--- src/rtl/rtop_pkg.sv ---
// Shared encodings and widths for the rectangular-to-polar scheduler.
package rtop_pkg;
  localparam int OPW  = 4;   // X/Y operand width
  localparam int RESW = 8;   // magnitude/angle width

  typedef enum logic [1:0] {
    ST_IDLE = 2'b00,
    ST_CONV = 2'b01,
    ST_HOLD = 2'b10
  } state_t;
endpackage

--- src/rtl/RtoPF.sv ---
// Rectangular-to-polar converter, first quadrant, unsigned 4-bit inputs.
// A     = floor(sqrt(X^2 + Y^2))
// Angle = pseudo-angle floor(64*Y/(X+Y)); 0 maps the +X axis, 64 the +Y axis.
module RtoPF (
  input  logic [3:0] X,
  input  logic [3:0] Y,
  output logic [7:0] A,
  output logic [7:0] Angle
);
  logic [8:0] sum_sq;
  logic [9:0] num;
  logic [4:0] den;

  assign sum_sq = 9'(X * X) + 9'(Y * Y);
  assign num    = {Y, 6'b0};
  assign den    = {1'b0, X} + {1'b0, Y};

  // integer square root by exhaustive compare; largest root is 21 (15,15)
  always_comb begin
    A = '0;
    for (int r = 1; r < 22; r++)
      if (r * r <= int'(sum_sq)) A = 8'(r);
  end

  // origin has no direction; report 0 rather than divide by zero
  always_comb begin
    Angle = '0;
    if (den != '0) Angle = 8'(num / {5'd0, den});
  end
endmodule

--- src/rtl/rr_arbiter.sv ---
// Combinational round-robin pick: first set request at or above ptr, wrapping.
module rr_arbiter #(
  parameter int NREQ = 4,
  parameter int IDW  = 2
) (
  input  logic [NREQ-1:0] req,
  input  logic [IDW-1:0]  ptr,
  input  logic            en,
  output logic [NREQ-1:0] grant,
  output logic [IDW-1:0]  idx
);
  // rotate the search start to ptr and stop at the first hit
  always_comb begin
    logic found;
    int   j;
    grant = '0;
    idx   = '0;
    found = 1'b0;
    for (int i = 0; i < NREQ; i++) begin
      j = int'(ptr) + i;
      if (j >= NREQ) j = j - NREQ;
      if (en && !found && req[j]) begin
        grant[j] = 1'b1;
        idx      = IDW'(j);
        found    = 1'b1;
      end
    end
  end
endmodule

--- src/rtl/rtop_scheduler.sv ---
// Time-shares one RtoPF converter between NREQ valid/ready requesters.
module rtop_scheduler
  import rtop_pkg::*;
#(
  parameter int NREQ     = 4,
  parameter int IDW      = 2,
  parameter int CONV_LAT = 1
) (
  input  logic                CLK,
  input  logic                RST,
  input  logic [NREQ-1:0]     req_valid,
  input  logic [OPW*NREQ-1:0] req_x,
  input  logic [OPW*NREQ-1:0] req_y,
  output logic [NREQ-1:0]     req_ready,
  output logic                res_valid,
  input  logic                res_ready,
  output logic [IDW-1:0]      res_id,
  output logic [RESW-1:0]     res_mag,
  output logic [RESW-1:0]     res_angle,
  output logic                busy
);
  localparam int CW = $clog2(CONV_LAT) + 1;

  state_t          state;
  logic [IDW-1:0]  rr_ptr;
  logic [CW-1:0]   counter;
  logic [OPW-1:0]  op_x, op_y;
  logic [NREQ-1:0] grant;
  logic [IDW-1:0]  gidx;
  logic [RESW-1:0] conv_a, conv_ang;
  logic            arb_en;

  // grants only exist in IDLE, and never while reset is held
  assign arb_en    = RST && (state == ST_IDLE);
  assign req_ready = grant;
  assign busy      = (state != ST_IDLE);

  rr_arbiter #(.NREQ(NREQ), .IDW(IDW)) u_arb (
    .req   (req_valid),
    .ptr   (rr_ptr),
    .en    (arb_en),
    .grant (grant),
    .idx   (gidx)
  );

  RtoPF u_conv (
    .X     (op_x),
    .Y     (op_y),
    .A     (conv_a),
    .Angle (conv_ang)
  );

  // accept -> hold operands CONV_LAT cycles -> present result until taken
  always_ff @(posedge CLK or negedge RST) begin
    if (!RST) begin
      state     <= ST_IDLE;
      rr_ptr    <= '0;
      counter   <= '0;
      op_x      <= '0;
      op_y      <= '0;
      res_id    <= '0;
      res_mag   <= '0;
      res_angle <= '0;
      res_valid <= 1'b0;
    end else begin
      case (state)
        ST_IDLE: begin
          if (|grant) begin
            op_x    <= req_x[gidx*OPW +: OPW];
            op_y    <= req_y[gidx*OPW +: OPW];
            res_id  <= gidx;
            rr_ptr  <= (gidx == IDW'(NREQ-1)) ? '0 : gidx + 1'b1;
            counter <= CW'(CONV_LAT - 1);
            state   <= ST_CONV;
          end
        end
        ST_CONV: begin
          if (counter != '0) begin
            counter <= counter - 1'b1;
          end else begin
            res_mag   <= conv_a;
            res_angle <= conv_ang;
            res_valid <= 1'b1;
            state     <= ST_HOLD;
          end
        end
        ST_HOLD: begin
          if (res_ready) begin
            res_valid <= 1'b0;
            state     <= ST_IDLE;
          end
        end
        default: begin
          res_valid <= 1'b0;
          state     <= ST_IDLE;
        end
      endcase
    end
  end
endmodule

--- config.mk ---
export PLATFORM = sky130hd
export DESIGN_NAME = rtop_scheduler
export DESIGN_NICKNAME = d
export VERILOG_FILES = /design/src/rtl/rtop_pkg.sv /design/src/rtl/RtoPF.sv /design/src/rtl/rr_arbiter.sv /design/src/rtl/rtop_scheduler.sv
export SDC_FILE = /design/constraint.sdc
export NUM_CORES = 1
export LEC_CHECK = 0
export BUFFER_PORTS_ARGS = -buffer_cell sky130_fd_sc_hd__clkbuf_2
export CAP_MARGIN = 20
export CORE_MARGIN = 5
export CORE_UTILIZATION = 37
export DETAILED_ROUTE_END_ITERATION = 10
export HOLD_SLACK_MARGIN = 0.15
export SLEW_MARGIN = 10
export SYNTH_ARGS = -nofsm -noshare
export SYNTH_HDL_FRONTEND = slang
export SYNTH_HIERARCHICAL = 1
export SYNTH_SLANG_ARGS = --single-unit
--- constraint.sdc ---
create_clock -name CLK -period 18.4 [get_ports CLK]
set_clock_uncertainty 0.2 [all_clocks]
set_input_delay 3.68 -clock CLK [delete_from_list [all_inputs] [get_ports CLK]]
set_output_delay 3.68 -clock CLK [all_outputs]
set_load 0.005 [all_outputs]
==> results of run 1 <==
## metrics by stage
step	hold WS (ns)	util [%]	cells	cell area, sq um	setup WS [ns]
floorplan	0.274	-	607	5360	3.66
global route	0.311	41.1	841	5900	0.00468
CTS	0.283	41.1	841	5900	1.66
detailed placement	0.271	40.1	833	5770	1.71
global placement	0.269	40.1	833	5770	2.44
finish	0.279	41.1	841	5900	1.62
## cells by family (layout without fill, tap and decap cells)
group	Yosys count	count (layout)	share of synthesized area, %
AO/OA/AOI/OAI	176	176	22.4
XOR/XNOR	26	26	4.40
adder cells (fa/ha/maj)	77	77	19.7
buffers and inverters	60	110	5.50
flip-flops	31	31	14.5
multiplexers	62	62	15.6
other	1	3	0.0701
AND/OR/NAND/NOR	172	172	17.8
## metal layers
metal / vias up / wire (um) / global-route usage [%]
met4: 2 / 128 / 3.42
met2: 130 / 6090 / 27.2
li1: 2346 / - / -
met1: 2235 / 6070 / 20.6
met3: 15 / 663 / 2.50
met5: - / 13 / 0
## sequential cells by signal (all words and copies together), names as in the netlist
register,cells
res_id,2
res_mag,8
op_x,4
res_angle,8
op_y,4
state,2
rr_ptr,2
res_valid,1
## cell type report
class                      instances  area share [%]
multi-input combinational        516            72.6
sequential                        31            13.1
timing repair buffer              65            5.64
tap                              184            3.90
inverter                          37            2.35
clock buffer                       7            2.25
clock inverter                     1          0.0848
## layout by cell type, fill, tap and decap left out, types with 5 or more instances in the layout
| cell type | synthesis | routed |
|---|---|---|
| clkbuf_2 | 0 | 62 |
| nor2b_1 | 8 | 7 |
| a211oi_1 | 8 | 8 |
| xnor2_1 | 17 | 17 |
| mux2_2 | 30 | 30 |
| ha_1 | 65 | 65 |
| nor3_1 | 18 | 18 |
| o21ai_0 | 46 | 46 |
| a21o_1 | 16 | 16 |
| mux4_2 | 9 | 9 |
| clkbuf_16 | 0 | 5 |
| mux2i_1 | 12 | 12 |
| o21a_1 | 13 | 13 |
| a21oi_1 | 36 | 36 |
| inv_1 | 37 | 37 |
| and2_1 | 13 | 13 |
| mux2_4 | 10 | 10 |
| dfrtp_1 | 31 | 31 |
| nor2_1 | 47 | 47 |
| nand2_1 | 35 | 35 |
| nand4_1 | 6 | 6 |
| nand2b_1 | 8 | 8 |
| or3_1 | 6 | 6 |
| xor2_1 | 8 | 8 |
| fa_1 | 12 | 12 |
## worst max-delay path: cells and delay by family, from the launching register on
kind                       cells  cell delay, ns
AOI/OAI and AO/OA             30            5.80
and+or+nand+nor               18            4.11
adders and majority gates     11            3.56
muxes                          5            1.38
buffers and inverters          4            0.71
DFF                            1            0.56
xor gates and xnor gates       1            0.30
## final timing paths
path / slack, ns / depth (start not counted) / from / end
max: 1.62 / 69 / op_y[0] / res_angle[0]
min: 0.28 / 1 / res_valid / res_valid
max reg2reg: 1.62 / 69 / op_y[0] / res_angle[0]
min reg2reg: 0.28 / 1 / res_valid / res_valid
max in group asynchronous: 14.15 / 1 / RST / res_angle[5]
min in group asynchronous: 3.31 / 1 / RST / state[0]
==> metrics.yaml, run 1 <==
outcome: "completed"
grt_max_degree: 33
diodes: 0
setup_tns_ns: 0
crit_path_top_delay_cell: "ha_1"
async_flop_share_pct: 100
cts.repair.resized: 0
cp.required_ns: 18.36
synth_top_flop_cell: "dfrtp_1"
die_h_um: 130
postSynthCellCount: 605
rows: 44
crit_arrival_ns: 16.73
cpPeakStageDelay_ns: 0.61
dieArea_sq_um: 17000
drt_iter0_markers: 218
hold_violations: 0
path_clk_slew_ns: 0.05
synth_top_area_share_pct: 15.2
worst_pin_slew_ns: 1.08
yosysWarnings: 6
synth_cell_types: 83
drc_errors: 0
critPathMaxFanout: 17
ys_seq_area_share_pct: 14.5
cts_tree: "yes"
synth_area_leader_cell: "ha_1"
drive_above_1_share_pct: 21.5
dr.pass1.iters: 5
synth_edf_count: 0
gp_congestion: 0.861
drv_slew: 0
ys_ff_latch: 31
multiInputGateArea_sq_um: 4290
via_count: 4728
cp_common_cell: "ha_1"
yosysMostFrequentCell: "ha_1"
grt_pass1_vias: 4764
numCtsBuffers: 5
start_kind: "flop"
timing.final.crit_share_pct: 91.2
postCtsSetupBuffers: 0
htree_levels: 2
ios: 63
ys_top_cells_by_area: "ha_1, dfrtp_1, mux2_2"
port_buffers: 62
synth_common_cells: "ha_1, nor2_1, o21ai_0"
cts.sinks: 31
ctsHoldBuffers: 0
routed_wl_mm: 13.0
cp-end-kind: "flop"
fillers: 1435
antenna_found_initial: 1
synth_area_per_cell_sq_um: 8.84
detail-route-antenna-nets: 0
fmax_mhz: 59.6
wl_per_cell_um: 15.4
seqCellArea_sq_um: 776
initial_utilization_pct: 37.2
maxCapViolCount: 0
nets: 772
clkLatencyLatePin_ns: 0.27
viasPerCell: 5.62
syn_area_sq_um: 5350
die_w_um: 130
cts-root-buf: "clkbuf_16"
crit_type: "reg -> reg"
areaGrowthSynthToFinish_pct: 10.4
hpwlAfterDp_mm: 10.4
setup_violations: 0
rsz0062_at_grt: "false"
grt.total_usage_pct: 15.7
core_area_sq_um: 14400
max_slew_margin_pct: 27.9
grt-ovfl-total: 0
cts_max_path_buffers: 2
grt_pass1_wl_mm: 22.3
min_period_ns: 16.78
hold_class: "reg -> reg"
Power of run 1 is not shown: default switching activity piles up to over one toggle a cycle in this logic, so the estimate is an artifact.
==> run 2: changes to the inputs <==
--- a/config.mk
+++ b/config.mk
@@ -6,11 +6,11 @@
 export NUM_CORES = 1
 export LEC_CHECK = 0
 export BUFFER_PORTS_ARGS = -buffer_cell sky130_fd_sc_hd__clkbuf_2
-export CAP_MARGIN = 20
 export CORE_MARGIN = 5
-export CORE_UTILIZATION = 37
+export CORE_UTILIZATION = 61
 export DETAILED_ROUTE_END_ITERATION = 10
 export HOLD_SLACK_MARGIN = 0.15
+export PLACE_DENSITY = 0.83
 export SLEW_MARGIN = 10
 export SYNTH_ARGS = -nofsm -noshare
 export SYNTH_HDL_FRONTEND = slang
==> run 2 against run 1 <==
Count of clock-buffer cells in the layout fell by 1. First-iteration DRC count rose by 12%. Flip-flop and latch count did not move. Design area fell by 2.0%. Die area fell by 37%. Sequential share of layout area rose by 0.27 points. Hold slack improved by 0.029 ns. Maximum frequency fell by 0.76%. Via count rose by 2.9%. Critical path type unchanged.
==> metrics.yaml, run 2 (same netlist as run 1, synthesis figures left out) <==
outcome: "completed"
crit_arrival_ns: 16.87  # +0.14 ns
critPathMaxFanout: 17  # unchanged
worst_pin_slew_ns: 0.918  # -0.159 ns
gp_congestion: 0.865  # +0.57%
antenna_found_initial: 0  # -1
setup_tns_ns: 0  # unchanged
hold-path-endpoint: "res_angle[0]"
cts_max_path_buffers: 2  # unchanged
routed_wl_mm: 12.9  # -0.86%
cts.sinks: 31  # unchanged
maxCapViolCount: 0  # unchanged
start_kind: "flop"
top_layer: "met4"
fmax_mhz: 59.2  # -0.76%
grt_pass1_vias: 4786  # +0.46%
ios: 63  # unchanged
hpwlAfterDp_mm: 10.3  # -0.95%
hold_depth: 1  # unchanged
min_period_ns: 16.90  # +0.128 ns
die_h_um: 104  # -20%
cts-root-buf: "clkbuf_8"
r2r-end: "res_angle[0]"
fin_util_pct: 67.0  # +26 points
viasPerCell: 6.36  # +13%
cpPeakStageDelay_ns: 0.60  # about the same
hold_violations: 0  # unchanged
wl_met2_mm: 6.37  # +4.5%
nets: 772  # unchanged
r2r_start: "op_y[0]"
core_area_sq_um: 8640  # -40%
cts_tree: "yes"
timing.final.crit_share_pct: 91.9  # +0.70 points
wl_met3_um: 745  # +12%
grt-ovfl-total: 0  # unchanged
drc_errors: 0  # unchanged
rrSetupSlack_ns: 1.50  # -0.13 ns
initial_utilization_pct: 61.9  # +25 points
port_buffers: 62  # unchanged
layout_commonest_cell: "ha_1"
grt_max_degree: 33  # unchanged
htree_levels: 2  # unchanged
drt_iter0_markers: 244  # +12%
drv_slew: 0  # unchanged
path_clk_slew_ns: 0.06  # about the same
rsz0062_at_grt: "false"
cp_common_cell: "ha_1"
setup_violations: 0  # unchanged
drt-met1-wl_mm: 5.47  # -10%
hp-start: "res_angle[0]"
cp-end-kind: "flop"
dieArea_sq_um: 10700  # -37%
worst_r2r_path_depth: 69  # unchanged
finalWorstSetupSlack_ns: 1.50  # -0.128 ns
via_count: 4865  # +2.9%
die_w_um: 104  # -20%
detail-route-antenna-nets: 0  # unchanged
rows: 34  # -23%
hold_class: "reg -> reg"
dp_slack_ns: 1.81  # +0.0942 ns
final_cell_mix: "ha_1, clkbuf_2, nor2_1, o21ai_0, inv_1"
wl_per_cell_um: 16.8  # +9.0%
cp.required_ns: 18.37  # about the same
dr.pass1.iters: 6  # +1
clkLatencyLatePin_ns: 0.28  # about the same
crit_type: "reg -> reg"
max_slew_margin_pct: 38.0  # +10 points
grt_pass1_wl_mm: 22.0  # -1.1%
drive_above_1_share_pct: 21.6  # +0.15 points
ctsHoldBuffers: 0  # unchanged
numCtsBuffers: 5  # unchanged
postCtsSetupBuffers: 0  # unchanged
crit_path_top_delay_cell: "dfrtp_1"
grt.total_usage_pct: 23.4  # +7.7 points
top_regs: "res_angle: 8 flops, res_mag: 8 flops"
cts.repair.resized: 0  # unchanged
diodes: 0  # unchanged
areaGrowthSynthToFinish_pct: 8.19
-- run 2: changes by cell type in the layout (fill, tap and decap cells not counted) --
cell,before,now
bufinv_16,0,1
clkbuf_1,2,0
clkbuf_8,0,6
nor2b_2,2,1
nor2b_1,7,8
clkbuf_16,5,0
-- run 2: worst max path at each step --
stage,start,to,slack (ns)
after floorplan,op_y[0],res_angle[0],3.66
after global placement,op_y[0],res_angle[0],2.54
after detailed placement,op_y[0],res_angle[0],1.81
after CTS,op_y[0],res_angle[0],1.74
after global routing,op_y[0],res_angle[0],0.17
final,op_y[0],res_angle[0],1.50
-- run 2: metrics by stage --
stage | cell area, sq um | hold slack, ns | std cells
floorplan | 5360 | 0.274 | 607
global placement | 5670 | 0.290 | 757
detailed placement | 5670 | 0.296 | 757
CTS | 5790 | 0.312 | 765
global route | 5790 | 0.328 | 765
finish | 5790 | 0.308 | 765
-- run 2: critical path, delay by kind of cell (launching register included) --
family | cells | cell delay [ns]
AOI/OAI and AO/OA | 30 | 5.83
buffers and inverters | 4 | 0.71
DFF | 1 | 0.60
xor gates and xnor gates | 1 | 0.31
adders and majority gates | 11 | 3.57
muxes | 5 | 1.35
and+or+nand+nor | 18 | 4.15
-- run 2: routing by layer --
layer / up-vias / global-route usage (%)
li1: 2353 / -
met1: 2309 / 29.8
met2: 177 / 41.7
met3: 26 / 2.67
met4: 0 / 6.65
met5: - / 0
-- run 2: cell type report --
cell class	instances	area (sq um)
clock buffers	6	82.6
clock inverters	2	35.0
fillers	691	2850
inverters	37	139
multi-input cells	516	4290
flip-flops and latches	31	776
well taps	108	135
repair buffers	65	333
Power of run 2 is left out for the same reason.
==> run 3: changes to the inputs <==
--- a/config.mk
+++ b/config.mk
@@ -5,12 +5,13 @@
 export SDC_FILE = /design/constraint.sdc
 export NUM_CORES = 1
 export LEC_CHECK = 0
+export ABC_AREA = 1
 export BUFFER_PORTS_ARGS = -buffer_cell sky130_fd_sc_hd__clkbuf_2
 export CORE_MARGIN = 5
-export CORE_UTILIZATION = 61
+export CORE_UTILIZATION = 62
 export DETAILED_ROUTE_END_ITERATION = 10
 export HOLD_SLACK_MARGIN = 0.15
-export PLACE_DENSITY = 0.83
+export PLACE_DENSITY = 0.84
 export SLEW_MARGIN = 10
 export SYNTH_ARGS = -nofsm -noshare
 export SYNTH_HDL_FRONTEND = slang
==> run 3 against run 2 <==
Core utilization is 0.31 points higher. Flip-flop and latch count unchanged. First-iteration DRC count is 58% higher. Die area up 4.9%. Design area is 6.0% higher. Critical path type unchanged. Largest cell class unchanged.
==> metrics.yaml, run 3 <==
outcome: "completed"
ctsHoldBuffers: 0  # unchanged
rsz0062_at_grt: "false"
initial_utilization_pct: 62.9  # +0.96 points
htree_levels: 2  # unchanged
met2_usage_pct: 42.2  # +0.51 points
antenna_found_initial: 0  # unchanged
ys_top_cells_by_area: "nand2_1, ha_1, dfrtp_1"
postSynthCellCount: 916  # +51%
crit_type: "reg -> reg"
synth_common_cells: "nand2_1, inv_1, nand3_1"
dieArea_sq_um: 11300  # +4.9%
yosysWarnings: 6  # unchanged
maxCapViolCount: 0  # unchanged
drc_errors: 0  # unchanged
grt.total_usage_pct: 23.7  # +0.27 points
synth_area_leader_cell: "nand2_1"
critPathMaxFanout: 16  # -1
drive_above_1_share_pct: 14.3  # -7.4 points
hpwlAfterDp_mm: 10.3  # +0.38%
fmax_mhz: 74.6  # +26%
viasPerCell: 5.19  # -18%
layout_commonest_cell: "nand2_1"
areaGrowthSynthToFinish_pct: 7.03
die_h_um: 106  # +2.4%
clkLatencyLatePin_ns: 0.29  # about the same
diodes: 0  # unchanged
gp_congestion: 0.949  # +9.6%
syn_area_sq_um: 5730  # +7.1%
cp.required_ns: 18.42  # +0.05 ns
yosysMostFrequentCell: "nand2_1"
cts-root-buf: "clkbuf_8"
final_cell_mix: "nand2_1, inv_1, nand3_1, ha_1, clkbuf_2"
crit_path_top_delay_cell: "ha_1"
fin_util_pct: 67.3  # +0.31 points
max_slew_margin_pct: 46.6  # +8.6 points
ys_ff_latch: 31  # unchanged
synth_edf_count: 0  # unchanged
drv_slew: 0  # unchanged
top_regs: "res_angle: 8 flops, res_mag: 8 flops"
min_period_ns: 13.40  # -3.51 ns
synth_top_area_share_pct: 18.1  # +2.9 points
synth_area_per_cell_sq_um: 6.25  # -29%
cp_common_cell: "nand2_1"
dr.pass1.iters: 5  # -1
cts.repair.resized: 0  # unchanged
start_kind: "flop"
hp-start: "res_angle[2]"
nets: 1083  # +40%
cp-end-kind: "flop"
cts_max_path_buffers: 2  # unchanged
layout.cells.non_filler: 1079  # +41%
synth_top_flop_cell: "dfrtp_1"
port_buffers: 62  # unchanged
setup_violations: 0  # unchanged
startpoint: "op_y[0]"
die_w_um: 106  # +2.4%
r2r_start: "op_y[0]"
core_area_sq_um: 9110  # +5.5%
synth_cell_types: 53  # -36%
wl_per_cell_um: 11.7  # -31%
postCtsSetupBuffers: 0  # unchanged
ios: 63  # unchanged
cts.sinks: 31  # unchanged
routed_wl_mm: 12.6  # -2.2%
rows: 35  # +2.9%
placed_cells: 1071  # +41%
grtUsageMet1_pct: 31.2  # +1.4 points
detail-route-antenna-nets: 0  # unchanged
grt_pass1_vias: 5312  # +11%
crit_arrival_ns: 13.42  # -3.45 ns
grt_use_met3_pct: 2.37  # -0.31 points
cts_tree: "yes"
hold_violations: 0  # unchanged
timing.final.crit_share_pct: 72.8  # -19 points
async_flop_share_pct: 100  # unchanged
worst_pin_slew_ns: 0.801  # -0.117 ns
grt-busiest-layer: "met2"
grt-ovfl-total: 0  # unchanged
path_clk_slew_ns: 0.07  # about the same
hold_class: "reg -> reg"
grt_max_degree: 33  # unchanged
cpPeakStageDelay_ns: 0.62  # +0.02 ns
ys_seq_area_share_pct: 13.5  # -0.96 points
drt_iter0_markers: 386  # +58%
grt_pass1_wl_mm: 23.0  # +4.3%
numCtsBuffers: 5  # unchanged
via_count: 5603  # +15%
setup_tns_ns: 0  # unchanged
## run 3: through the flow
stage	setup slack [ns]	hold slack [ns]	instance area, sq um
floorplan	6.93	0.265	5740
global placement	5.56	0.254	6030
detailed placement	5.05	0.257	6030
CTS	5.00	0.274	6130
global route	3.49	0.301	6130
finish	5.00	0.270	6130
## run 3: routing by layer
layer	up-vias	part of all wire, %
li1	2989	-
met1	2471	46
met2	127	49
met3	16	4.2
met4	0	1.2
met5	-	0
## run 3: worst paths after layout
path / end / slack [ns] / cells past startpoint
hold reg to reg: res_angle[2] / 0.27 / 2
hold / removal: res_angle[2] / 0.27 / 2
setup reg to reg: res_angle[0] / 5.00 / 84
setup / recovery: res_angle[0] / 5.00 / 84
min in group asynchronous: res_mag[6] / 3.28 / 1
max in group asynchronous: op_y[0] / 14.22 / 1
## run 3: cell type report
type / count / area [sq um]
multi-input combinational: 692 / 4140
fill: 845 / 2980
sequential: 31 / 776
timing repair buffer: 62 / 310
tap: 111 / 139
clock inverter: 1 / 7.51
clock buffer: 7 / 96.3
inverter: 175 / 659
## run 3: critical path: cells and delay by family (launching register included)
family	cells	cell delay, ns
buffers and inverters	13	1.60
DFF	1	0.57
adders and majority gates	11	3.90
AOI/OAI and AO/OA	22	3.45
and+or+nand+nor	38	3.60
## run 3: logic make-up after synthesis
kind of cell | after synthesis | synth area share [%]
flops | 31 | 13.5
fa+ha+maj | 77 | 18.4
simple gates | 498 | 40.4
compound gates | 87 | 9.11
buf+inv | 195 | 14.3
other cells | 1 | 0.0655
xor+xnor | 27 | 4.26
Power of run 3 is left out for the same reason.
